[src/rtl/mem_arbiter_pkg.sv]
// Shared definitions for the byte-serial memory arbiter: state encodings,
// mem_len codes, IO window select and stall request values.
package mem_arbiter_pkg;

  localparam int unsigned ADDR_W_DEF = 32;
  localparam logic [1:0]  IO_SEL_DEF = 2'b11;

  localparam logic [1:0] LEN_BYTE = 2'b00;
  localparam logic [1:0] LEN_HALF = 2'b01;
  localparam logic [1:0] LEN_WORD = 2'b11;

  localparam logic STOP    = 1'b1;
  localparam logic NO_STOP = 1'b0;

  typedef enum logic [2:0] {
    ST_IDLE   = 3'd0,
    ST_IF_RD  = 3'd1,
    ST_MEM_RD = 3'd2,
    ST_MEM_WR = 3'd3,
    ST_DONE   = 3'd4
  } state_e;

  // Byte count of an access; the unused code 2'b10 behaves as a word.
  function automatic logic [2:0] len_bytes(input logic [1:0] len);
    case (len)
      LEN_BYTE: return 3'd1;
      LEN_HALF: return 3'd2;
      LEN_WORD: return 3'd4;
      default:  return 3'd4;
    endcase
  endfunction

endpackage

[src/rtl/mem_arbiter.sv]
// Byte-serial memory controller: arbitrates IF fetches against MEM loads/stores
// (MEM wins) and serialises them onto the 8-bit RAM/IO bus.
module mem_arbiter
  import mem_arbiter_pkg::*;
#(
  parameter int unsigned ADDR_W = ADDR_W_DEF,
  parameter logic [1:0]  IO_SEL = IO_SEL_DEF
) (
  input  logic              clk,
  input  logic              rst,
  input  logic              rdy,
  input  logic              if_req,
  input  logic [ADDR_W-1:0] if_addr,
  output logic              if_done,
  output logic [31:0]       if_inst,
  output logic              if_stall,
  input  logic              mem_req,
  input  logic              mem_we,
  input  logic [1:0]        mem_len,
  input  logic [ADDR_W-1:0] mem_addr,
  input  logic [31:0]       mem_wdata,
  output logic              mem_done,
  output logic [31:0]       mem_rdata,
  output logic              mem_stall,
  input  logic              io_buffer_full,
  input  logic [7:0]        ram_din,
  output logic [7:0]        ram_dout,
  output logic [ADDR_W-1:0] ram_a,
  output logic              ram_wr
);

  state_e            state_q;
  logic [2:0]        cnt_q;
  logic [2:0]        len_q;
  logic [ADDR_W-1:0] base_q;
  logic [31:0]       wdata_q;
  logic              io_q;
  logic [ADDR_W-1:0] ram_a_q;
  logic [7:0]        ram_dout_q;
  logic              ram_wr_q;
  logic [31:0]       if_inst_q;
  logic [31:0]       mem_rdata_q;
  logic              if_done_q;
  logic              mem_done_q;

  logic [1:0] rd_lane;
  logic [1:0] wr_lane;
  logic       idle_io;

  assign rd_lane = 2'(cnt_q - 3'd1);
  assign wr_lane = 2'(cnt_q + 3'd1);
  assign idle_io = (mem_addr[17:16] == IO_SEL);

  always_ff @(posedge clk or posedge rst) begin
    if (rst) begin
      state_q     <= ST_IDLE;
      cnt_q       <= 3'd0;
      len_q       <= 3'd0;
      base_q      <= '0;
      wdata_q     <= 32'd0;
      io_q        <= 1'b0;
      ram_a_q     <= '0;
      ram_dout_q  <= 8'd0;
      ram_wr_q    <= 1'b0;
      if_inst_q   <= 32'd0;
      mem_rdata_q <= 32'd0;
      if_done_q   <= 1'b0;
      mem_done_q  <= 1'b0;
    end else if (rdy) begin
      if_done_q  <= 1'b0;
      mem_done_q <= 1'b0;
      ram_wr_q   <= 1'b0;
      case (state_q)
        ST_IDLE: begin
          if (mem_req) begin
            base_q  <= mem_addr;
            ram_a_q <= mem_addr;
            cnt_q   <= 3'd0;
            len_q   <= len_bytes(mem_len);
            wdata_q <= mem_wdata;
            io_q    <= idle_io;
            if (mem_we) begin
              ram_dout_q <= mem_wdata[7:0];
              ram_wr_q   <= ~(idle_io & io_buffer_full);
              state_q    <= ST_MEM_WR;
            end else begin
              mem_rdata_q <= 32'd0;
              state_q     <= ST_MEM_RD;
            end
          end else if (if_req) begin
            base_q  <= if_addr;
            ram_a_q <= if_addr;
            cnt_q   <= 3'd0;
            len_q   <= 3'd4;
            io_q    <= 1'b0;
            state_q <= ST_IF_RD;
          end
        end
        // cnt counts presented addresses; byte cnt-1 arrives on ram_din now.
        ST_IF_RD, ST_MEM_RD: begin
          if (cnt_q != 3'd0) begin
            if (state_q == ST_IF_RD) if_inst_q[{rd_lane, 3'b000} +: 8] <= ram_din;
            else                     mem_rdata_q[{rd_lane, 3'b000} +: 8] <= ram_din;
          end
          if (cnt_q == len_q) begin
            state_q <= ST_DONE;
            if (state_q == ST_IF_RD) if_done_q <= 1'b1;
            else                     mem_done_q <= 1'b1;
          end else begin
            if ((cnt_q + 3'd1) < len_q) ram_a_q <= base_q + ADDR_W'(cnt_q + 3'd1);
            cnt_q <= cnt_q + 3'd1;
          end
        end
        // A byte only counts as written once ram_wr was actually high for it.
        ST_MEM_WR: begin
          if (ram_wr_q) begin
            if ((cnt_q + 3'd1) == len_q) begin
              state_q    <= ST_DONE;
              mem_done_q <= 1'b1;
            end else begin
              ram_a_q    <= base_q + ADDR_W'(cnt_q + 3'd1);
              ram_dout_q <= wdata_q[{wr_lane, 3'b000} +: 8];
              ram_wr_q   <= ~(io_q & io_buffer_full);
              cnt_q      <= cnt_q + 3'd1;
            end
          end else begin
            ram_wr_q <= ~(io_q & io_buffer_full);
          end
        end
        ST_DONE: state_q <= ST_IDLE;
        default: state_q <= ST_IDLE;
      endcase
    end
  end

  assign ram_a     = ram_a_q;
  assign ram_dout  = ram_dout_q;
  assign ram_wr    = ram_wr_q & rdy;
  assign if_inst   = if_inst_q;
  assign mem_rdata = mem_rdata_q;
  assign if_done   = if_done_q;
  assign mem_done  = mem_done_q;

  assign if_stall  = (if_req  && !if_done_q)  ? STOP : NO_STOP;
  assign mem_stall = (mem_req && !mem_done_q) ? STOP : NO_STOP;

endmodule
[config.mk]
export PLATFORM = sky130hd
export DESIGN_NAME = mem_arbiter
export DESIGN_NICKNAME = d
export VERILOG_FILES = /design/src/rtl/mem_arbiter_pkg.sv /design/src/rtl/mem_arbiter.sv
export SDC_FILE = /design/constraint.sdc
export NUM_CORES = 1
export LEC_CHECK = 0
export CORE_UTILIZATION = 30
export DETAILED_ROUTE_END_ITERATION = 7
export PLACE_DENSITY_LB_ADDON = 0.25
export SLEW_MARGIN = 20
export SYNTH_ARGS = -nofsm -noshare
export SYNTH_HDL_FRONTEND = slang
export SYNTH_SLANG_ARGS = --single-unit
[constraint.sdc]
create_clock -name clk -period 17.6 [get_ports clk]
set_input_delay 3.52 -clock clk [delete_from_list [all_inputs] [get_ports clk]]
set_output_delay 3.52 -clock clk [all_outputs]
set_load 0.005 [all_outputs]
==> flow_summary.yaml <==
run_status:
  outcome: "finished clean"
power_and_ir_drop:
  share_clk_of_total_power_pct: 23.5
  power_switching_uw: 609.0
  p_leak_uw: 0.005130
  seqPwrFrac_pct: 38.9
  ir_drop_mv: 0.06433
  power-per-cell-area_nw_per_um2: 142.4
  power_switching_share_pct: 36.20
  power_report.internal_total_uw: 1073
  combinationalPowerShare_pct: 37.5
place:
  gpl_wtd_cong: 0.7384
  place.port_buffers: 221
  post-dp-hpwl_microns: 16350
  placed_cells: 1389
  post_dp_cell_area_sq_um: 11180
  dp_worst_setup_slack_ns: 9.072
die:
  top_level_ports: 222
  rows: 61
  die_height_microns: 172.1
  die_area_sq_um: 29630
  chipWidth_microns: 172.1
  initial_utilization_pct: 30.84
  design.core.area_sq_um: 28160
final_layout:
  drive_gt1_share_pct: 9.684
  antenna-diode-count: 0
  num-nets-final: 1156
  area.growth.synth_to_final_pct: 36.00
  final-instance-count-excl-fill: 1421
  finish.instance_area_sq_um: 11810
  final_core_util_pct: 41.94
grt:
  grt.total_usage_pct: 16.27
  grt_first_pass_wirelength_microns: 36920
  gr-total-overflow: 0
  grt_pass1_vias: 6642
  antenna_found_initial: 0
  grt_start_max_net_pins: 69
clocking:
  root_buffer: "clkbuf_16"
  ctsHoldBuffers: 0
  cts.reportedPaths.clkPinSlew_ns: 0.07
  post_cts_resized: 0
  cts_buffers: 17
  clock-sinks: 181
  post_cts.repair.setup_buffers: 0
  maximum_count_of_clock_buffers_along_a_single_path: 2
  tritoncts_clock_tree: "yes"
  htree_num_levels: 4
  worst_skew_pair.late_latency_ns: 0.43
sta:
  period_share_pct: 48.51
  worst-slew-pin-transition_ns: 0.9379
  finalSetupViolations: 0
  slew-limit-headroom_pct: 36.99
  final_max_slew_violation_count: 0
  worst_slack_ns: 9.062
  finalHoldViolations: 0
  post-route-min-period_ns: 8.538
  grt_setup_unrepaired: "no"
  fin_skew_ns: 0.01514
  setup_tns_ns: 0
  max_freq_mhz: 117.1
logic_synthesis:
  ys_seq_area_share_pct: 52.15
  yosys-top-cells-area: "dfrtp_1 (52%), nand2_1 (6.6%), o21ai_0 (6.0%)"
  postSynthRegisterBits: 181
  avgSynthCellArea_sq_um: 10.39
  async_reset_ff_share_pct: 100.0
  synth_top_cell_by_area: "dfrtp_1"
  synth_most_common_cell: "dfrtp_1"
  synth_edf_count: 0
  post-synth-top-area-fraction_pct: 52.15
  syn-instance-count: 836
  mappedNetlistNets: 962
  post_synth_num_cell_types: 57
  synth-warning-count: 0
  post_synth_instance_area_sq_um: 8685
  commonest_cells_in_the_synthesized_netlist: "dfrtp_1 (181), nand2_1 (152), o21ai_0 (104)"
  most_frequently_used_flop_master_after_synthesis: "dfrtp_1"
detailed_routing:
  drt_iter0_drc: 418
  detailedRoute.firstPassIterationCount: 4
  antenna_violating_nets_post_route: 0
  wl_per_cell_microns: 16.32
  routed_wirelength_microns: 23190
  routed-via-count: 6706
  drt-vias-per-instance: 4.719
  remaining_drc_errors: 0
critical_path:
  crit_path_start_kind: "primary input"
  worst_setup_ep_type: "output port"
  reg_to_reg_start: "cnt_q[0]$_DFFE_PP0P_"
  crit_top_cell: "clkdlybuf4s50_1"
  cp_max_fo: 14
  cp.arrival_ns: 5.02
  worstSetupPathType: "primary input to output port"
  max_stage_delay_ns: 0.76
  worst-endpoint-required_ns: 14.08
  crit_start: "rdy"
  crit_path_cell_trace: "clkdlybuf4s50_1 -> and2_1 -> clkdlybuf4s50_1"
  critPathSlowestCell: "clkdlybuf4s50_1"
  timing.critical_path.max_delay_family: "buffers and inverters"
  crit_buf_inv: 2
min_path:
  min-delay-path-class: "register to register"
  hold_path_startpoint: "ram_a[16]$_DFFE_PP0P_"
job:
  cap_violations: 0
[tightest hold or removal path: cells and delay by family, from the launching register on]
family,cells,cell delay (ns)
AND/OR/NAND/NOR,1,0.05
flip-flops,1,0.34
AO/OA/AOI/OAI,1,0.06
[flip-flops by register name (all words and copies together) (netlist names)]
name / count
wdata_q: 32
ram_wr_q: 1
len_q: 3
base_q: 32
cnt_q: 3
ram_dout: 8
io_q: 1
ram_a: 32
mem_done: 1
if_done: 1
if_inst: 32
mem_rdata: 32
state_q: 3
[metrics by stage]
stage | hold WS, ns | power [uW]
after CTS | 0.4866 | 1707
after global placement | 0.4628 | 1293
after global routing | 0.5129 | 1811
final | 0.4802 | 1682
after floorplan | 0.4498 | 1048
after detailed placement | 0.4695 | 1305
[cell usage in the layout, fill, tap and decap left out, drive strengths merged, types with 2 or more instances in the layout]
master	count
clkdlybuf4s50	220
dfrtp	181
nand2	152
o21ai	117
mux2i	40
mux2	37
a22o	34
nor2	32
a21oi	26
and3	19
clkbuf	17
xor2	16
xnor2	15
inv	15
nand3	14
ha	12
buf	11
clkinv	10
mux4	8
nand4	8
nor3	8
nand2b	7
a21o	7
nor2b	3
and4	3
nor3b	3
or2	3
or3	2
o221ai	2
and2	2
o31ai	2
a31oi	2
nand3b	2
a311oi	2
[power groups by stage]
stage	logic [uW]	clock network, uW	registers [uW]
floorplan	409	0	639
global placement	632	0	661
detailed placement	642	0	663
CTS	644	407	656
global route	712	422	677
finish	632	396	655
[cells by family after synthesis]
kind of cell | after synthesis | synth area share (%)
and+or+nand+nor | 259 | 13.59
AOI/OAI and AO/OA | 201 | 14.12
DFF | 181 | 52.15
muxes | 85 | 11.48
buffers and inverters | 66 | 3.573
xor gates and xnor gates | 31 | 3.126
adders and majority gates | 13 | 1.959
[cell type report]
| cell class | count | area (sq um) |
|---|---|---|
| clock buffers | 17 | 425.4 |
| clock inverters | 15 | 201.4 |
| fillers | 2734 | 16350 |
| inverters | 10 | 42.54 |
| multi-input cells | 589 | 3857 |
| flip-flops and latches | 181 | 4529 |
| well taps | 378 | 473.0 |
| repair buffers | 231 | 2282 |
[final timing paths]
check	to	slack, ns	cells after the start
worst max-delay path	ram_wr	9.06	3
worst min-delay path	ram_a[16]$_DFFE_PP0P_	0.48	2
worst max register to register	ram_a[31]$_DFFE_PP0P_	13.80	10
worst min register to register	ram_a[16]$_DFFE_PP0P_	0.48	2
max in group asynchronous	ram_a[16]$_DFFE_PP0P_	12.10	4
min in group asynchronous	wdata_q[28]$_DFFE_PP0P_	3.49	2
[per-layer routing]
layer	track usage (%)	share of wire (%)
met4	5.002	1.7
met1	22.01	46
met2	26.28	48
met3	3.044	4.2
met5	0	0
Note: power is estimated with default switching activity, not from simulation.
